## src/rtl/sha256_arbiter.sv

```systemverilog
// Round-robin arbiter that shares one SHA256 core between N block sources.
// The core is held by one requester for a whole message, and its digest words are returned only to that requester.
module sha256_arbiter #(
    parameter int N   = 2,
    parameter int IDW = (N > 1) ? $clog2(N) : 1
) (
    input  logic              clk,
    input  logic              reset_n,
    input  logic [N-1:0]      req_valid,
    input  logic [N*32-1:0]   req_data,
    input  logic [N-1:0]      req_first,
    input  logic [N-1:0]      req_last,
    output logic [N-1:0]      req_ready,
    output logic [N-1:0]      rsp_valid,
    output logic [31:0]       rsp_data,
    output logic [31:0]       core_data,
    output logic              core_write_enable,
    output logic              core_first_block,
    output logic              core_last_block,
    input  logic              core_busy,
    input  logic [31:0]       core_digest,
    input  logic              core_output_enable,
    output logic              active,
    output logic [IDW-1:0]    owner
);

    typedef enum logic [1:0] {IDLE, STREAM, WAIT_CORE, WAIT_DIGEST} state_t;

    state_t          state_q, state_d;
    logic [IDW-1:0]  ptr_q, ptr_d;
    logic [IDW-1:0]  owner_q, owner_d;
    logic [3:0]      word_cnt_q, word_cnt_d;
    logic [2:0]      dig_cnt_q, dig_cnt_d;
    logic            last_q, last_d;
    logic            wait_first_q, wait_first_d;

    logic [31:0]     data_w [N];

    genvar gi;
    generate
        for (gi = 0; gi < N; gi++) begin : g_unpack
            assign data_w[gi] = req_data[32*gi +: 32];
        end
    endgenerate

    // Rotate the eligible vector so that bit 0 is the pointer position; the
    // lowest set bit is then the cyclic distance from the pointer.
    logic [2*N-1:0]  elig_rot;
    logic            found;
    logic [IDW-1:0]  win;
    int              win_sum;
    int              ptr_sum;

    always_comb begin
        elig_rot = {req_valid & req_first, req_valid & req_first} >> ptr_q;
        found    = 1'b0;
        win_sum  = 0;
        for (int k = N - 1; k >= 0; k--) begin
            if (elig_rot[k]) begin
                found   = 1'b1;
                win_sum = int'(ptr_q) + k;
            end
        end
        if (win_sum >= N) begin
            win_sum = win_sum - N;
        end
        win = IDW'(win_sum);
        ptr_sum = int'(owner_q) + 1;
        if (ptr_sum >= N) begin
            ptr_sum = 0;
        end
    end

    always_ff @(posedge clk or negedge reset_n) begin
        if (!reset_n) begin
            state_q      <= IDLE;
            ptr_q        <= '0;
            owner_q      <= '0;
            word_cnt_q   <= '0;
            dig_cnt_q    <= '0;
            last_q       <= 1'b0;
            wait_first_q <= 1'b0;
        end else begin
            state_q      <= state_d;
            ptr_q        <= ptr_d;
            owner_q      <= owner_d;
            word_cnt_q   <= word_cnt_d;
            dig_cnt_q    <= dig_cnt_d;
            last_q       <= last_d;
            wait_first_q <= wait_first_d;
        end
    end

    always_comb begin
        state_d           = state_q;
        ptr_d             = ptr_q;
        owner_d           = owner_q;
        word_cnt_d        = word_cnt_q;
        dig_cnt_d         = dig_cnt_q;
        last_d            = last_q;
        wait_first_d      = wait_first_q;
        req_ready         = '0;
        rsp_valid         = '0;
        rsp_data          = '0;
        core_data         = '0;
        core_write_enable = 1'b0;
        core_first_block  = 1'b0;
        core_last_block   = 1'b0;
        active            = (state_q != IDLE);

        unique case (state_q)
            IDLE: begin
                if (found) begin
                    owner_d    = win;
                    word_cnt_d = '0;
                    dig_cnt_d  = '0;
                    state_d    = STREAM;
                end
            end
            STREAM: begin
                req_ready[owner_q] = 1'b1;
                if (req_valid[owner_q]) begin
                    core_write_enable = 1'b1;
                    core_data         = data_w[owner_q];
                    if (word_cnt_q == 4'd0) begin
                        core_first_block = req_first[owner_q];
                        core_last_block  = req_last[owner_q];
                        last_d           = req_last[owner_q];
                    end
                    word_cnt_d = word_cnt_q + 4'd1;
                    if (word_cnt_q == 4'd15) begin
                        wait_first_d = 1'b1;
                        state_d      = WAIT_CORE;
                    end
                end
            end
            WAIT_CORE: begin
                // The core may raise busy a cycle late, so the first cycle never exits.
                if (wait_first_q) begin
                    wait_first_d = 1'b0;
                end else if (!core_busy) begin
                    dig_cnt_d = '0;
                    state_d   = last_q ? WAIT_DIGEST : STREAM;
                end
            end
            WAIT_DIGEST: begin
                rsp_valid[owner_q] = core_output_enable;
                rsp_data           = core_digest;
                if (core_output_enable) begin
                    dig_cnt_d = dig_cnt_q + 3'd1;
                    if (dig_cnt_q == 3'd7) begin
                        ptr_d   = IDW'(ptr_sum);
                        state_d = IDLE;
                    end
                end
            end
            default: state_d = IDLE;
        endcase
    end

    assign owner = owner_q;

endmodule
```

## config.mk

```make
export PLATFORM = sky130hd
export DESIGN_NAME = sha256_arbiter
export DESIGN_NICKNAME = d
export VERILOG_FILES = /design/src/rtl/sha256_arbiter.sv
export SDC_FILE = /design/constraint.sdc
export NUM_CORES = 1
export LEC_CHECK = 0
export BUFFER_PORTS_ARGS = -buffer_cell sky130_fd_sc_hd__buf_4
export CAP_MARGIN = 10
export CORE_AREA = 2 2 70 72
export CTS_CLUSTER_SIZE = 12
export DETAILED_ROUTE_END_ITERATION = 12
export DIE_AREA = 0 0 72 74
export HOLD_SLACK_MARGIN = 0.02
export PLACE_DENSITY = 0.87
export SYNTH_ARGS = -nofsm -noshare
export SYNTH_HDL_FRONTEND = slang
export SYNTH_SLANG_ARGS = --single-unit
```

## constraint.sdc

```tcl
create_clock -name clk -period 1.7 [get_ports clk]
set_input_delay 0.085 -clock clk [delete_from_list [all_inputs] [get_ports clk]]
set_output_delay 0.085 -clock clk [all_outputs]
set_load 0.005 [all_outputs]
```

==> results.tsv <==
stage	metric	value	unit
die	row count	25	
setup_path	Slowest cell on crit path	dfrtp_2	
finish	share of layout cells above drive strength 1	54.8	%
synthesis	Yosys cell types	31	
timing	slew margin rel.	72.0	%
synthesis	Mapped Area	1500	um2
synthesis	cell taking the most area after synthesis	mux2i_1	
synthesis	largest cells by area after synthesis	mux2i_1, dfrtp_1, and3_1	
synthesis	Net Count, Synth	304	
synthesis	Syn Inst Count	194	
clocking	CTS Buffer Depth	2	
grt	initial antenna violation count	0	
setup_path	WP buf/inv	2	
detailed_routing	via count	2082	
synthesis	Yosys warning total	0	
setup_path	Worst path max stage delay	430	ps
placed_design	placed cell count	412	
finish	Post-layout nets	476	
placed_design	DP HPWL	4880	um
timing	max-slew violation count	0	
finish	n_diodes	0	
detailed_routing	ANT nets after route	0	
finish	fillers	413	
setup_path	Critical Path Sink Type	output pin	
synthesis	Post-synth ARST share	100	%
die	die footprint	5330	um2
setup_path	R2R depth	3	
hold_path	worst hold stages	3	
grt	vias in the first global route	1962	
die	die height	74	um
synthesis	Syn Area/Cell	7.75	um2
synthesis	Top FF cell, synth	dfrtp_1	
flow_run	max cap viols	0	
timing	Worst Skew	0.669	ps
die	Core ar.	4600	um2
clocking	clock sinks	13	
timing	achievable clock frequency	616	MHz
timing	setup TNS	0	ps
detailed_routing	# DRC	0	
synthesis	Post-synth EDFFs	0	
synthesis	post-synthesis register bit count	13	
clocking	clock input transition at the sequential cells of the worst setup and hold paths	60	ps
clocking	worst-skew pair later-pin latency	240	ps
detailed_routing	drt pass-1 iters	4	
power	leakage power	1.62	nW
power	pwr/cell area	936	nW/um2
placed_design	buffers added on ports	178	
timing	final number of hold-violating endpoints	0	
detailed_routing	final wirelength	6020	um
detailed_routing	Routed wire per std cell	14.4	um
timing	minimum clock period	1620	ps
setup_path	crit path cell chain	mux2i_4 > nor2_4 > nand2_2 > buf_12 > nor2_1 > buf_4	
power	worst vdd ir	0.537	mV
clocking	Root Buffer Master	clkbuf_8	
synthesis	most frequent cell after synthesis	nor2_1	
timing	setup violators final	0	
setup_path	CP arrival	1540	ps
die	Initial Util	32.7	%
grt	total congestion overflow	0	
grt	first-pass GRT wire length	8400	um
synthesis	synth cell count leaders	nor2_1, mux2i_1, and3_1	
detailed_routing	Starting DRT DRC Count	49	
synthesis	top-area cell type share of the netlist area	24.6	%
timing	Tcrit/Tclk final	95.5	%
grt	GRT Overall Usage	19.7	%
hold_path	HP Class	input port to flip-flop	
die	I/O pins	179	
die	Die W	72	um
finish	Post-Layout Cell Count	419	
grt	largest net degree at the start of global routing	42	
synthesis	post-synthesis sequential area ratio	21.6	%
setup_path	crit start category	flip-flop	
setup_path	Crit path max-delay family	flip-flops	
setup_path	Critical Path Fanout Max	32	
timing	Worst-Margin Slew	420	ps
outcome	status	complete, no violations	
setup_path	Crit path depth	6	
placed_design	Placer Congestion	0.823	
clocking	TritonCTS Buffers	3	
setup_path	Setup CP Type	flip-flop to output pin	
detailed_routing	vias per cell	4.97	
finish	area grow syn2layout	97.5	%
clocking	CTS H-tree depth	1	
setup_path	Req. time, crit path	1620	ps
clocking	CTS tree	done	
-- final timing paths --
| kind | start | to | slack, ps |
|---|---|---|---|
| setup / recovery | owner$_DFFE_PN0P_ | core_data[15] | 80 |
| hold / removal | req_first[1] | owner$_DFFE_PN0P_ | 130 |
| setup reg to reg | state_q[0]$_DFFE_PN0P_ | dig_cnt_q[0]$_DFFE_PN0P_ | 240 |
| hold reg to reg | ptr_q$_DFFE_PN0P_ | ptr_q$_DFFE_PN0P_ | 490 |
| max in group asynchronous | reset_n | state_q[1]$_DFFE_PN0P_ | 1300 |
| min in group asynchronous | reset_n | dig_cnt_q[1]$_DFFE_PN0P_ | 220 |
-- tightest hold or removal path, delay by kind of cell --
| family | cells | cell delay (ps) |
|---|---|---|
| buffers and inverters | 1 | 90 |
| and+or+nand+nor | 1 | 80 |
| AOI/OAI and AO/OA | 1 | 70 |
-- state kept, by name, summed over array words and instances (netlist names) --
register and cells:
state_q 2, dig_cnt_q 3, ptr_q 1, owner 1
word_cnt_q 4, last_q 1, wait_first_q 1
-- stage by stage --
step	power, mW	cell area, um2	setup WS, ps	hold slack (ps)	util (%)
floorplan	1.49	1500	352	-211	-
global placement	2.37	2870	243	-62.0	62.4
detailed placement	2.43	2870	181	-60.3	62.4
CTS	2.75	2940	21.9	124	64.0
global route	3.00	2970	-0.0302	153	64.6
finish	2.78	2970	76.4	129	64.6
-- final cells by class --
class                      count  area, um2  share of cell area [%]
sequential                    13        328                    11.0
multi-input combinational    156       1090                    36.6
clock inverter                 1       5.00                   0.168
clock buffer                   3       41.3                    1.39
inverter                       7       26.3                   0.885
timing repair buffer         185       1420                    47.7
tap                           54       67.6                    2.27
-- per-layer routing --
layer / part of all wire, % / up-vias / global-route usage (%) / wire (um)
li1: - / 1019 / - / -
met1: 36 / 940 / 21.0 / 2170
met2: 52 / 117 / 38.6 / 3160
met3: 11 / 6 / 5.56 / 639
met4: 0.91 / 0 / 4.19 / 55
met5: 0 / - / 0 / 0
-- timing repair --
| action | CTS | global route |
|---|---|---|
| setup buffers | 1 | 1 |
| hold endpoints to repair | 13 | 0 |
| pin swaps | 0 | 1 |
| hold buffers | 1 | 0 |
| setup endpoints to repair | 32 | 48 |
| resized for setup | 2 | 6 |
-- report_power, final --
group / switching (mW) / internal [mW] / total (mW)
registers: 0.160 / 0.428 / 0.589
logic: 0.826 / 1.09 / 1.92
clock network: 0.110 / 0.162 / 0.272
-- logic make-up after synthesis --
group / share of synthesized area [%]
muxes: 27.6
AOI/OAI and AO/OA: 9.57
DFF: 21.6
buffers and inverters: 7.15
adders and majority gates: 3.33
and+or+nand+nor: 30.7
-- cell usage in the layout, fill, tap and decap left out, types with 2 or more instances in the layout --
master	instances
a22o_1	6
and2_1	2
and3_1	33
buf_12	2
buf_4	182
clkbuf_8	3
dfrtp_1	11
dfrtp_2	2
ha_1	4
inv_1	6
mux2_2	2
mux2i_1	37
nand2_1	7
nand2b_1	2
nand3_1	2
nor2_1	37
nor2_2	3
nor3_1	2
o21ai_0	6
(Power assumes the default switching activity.)
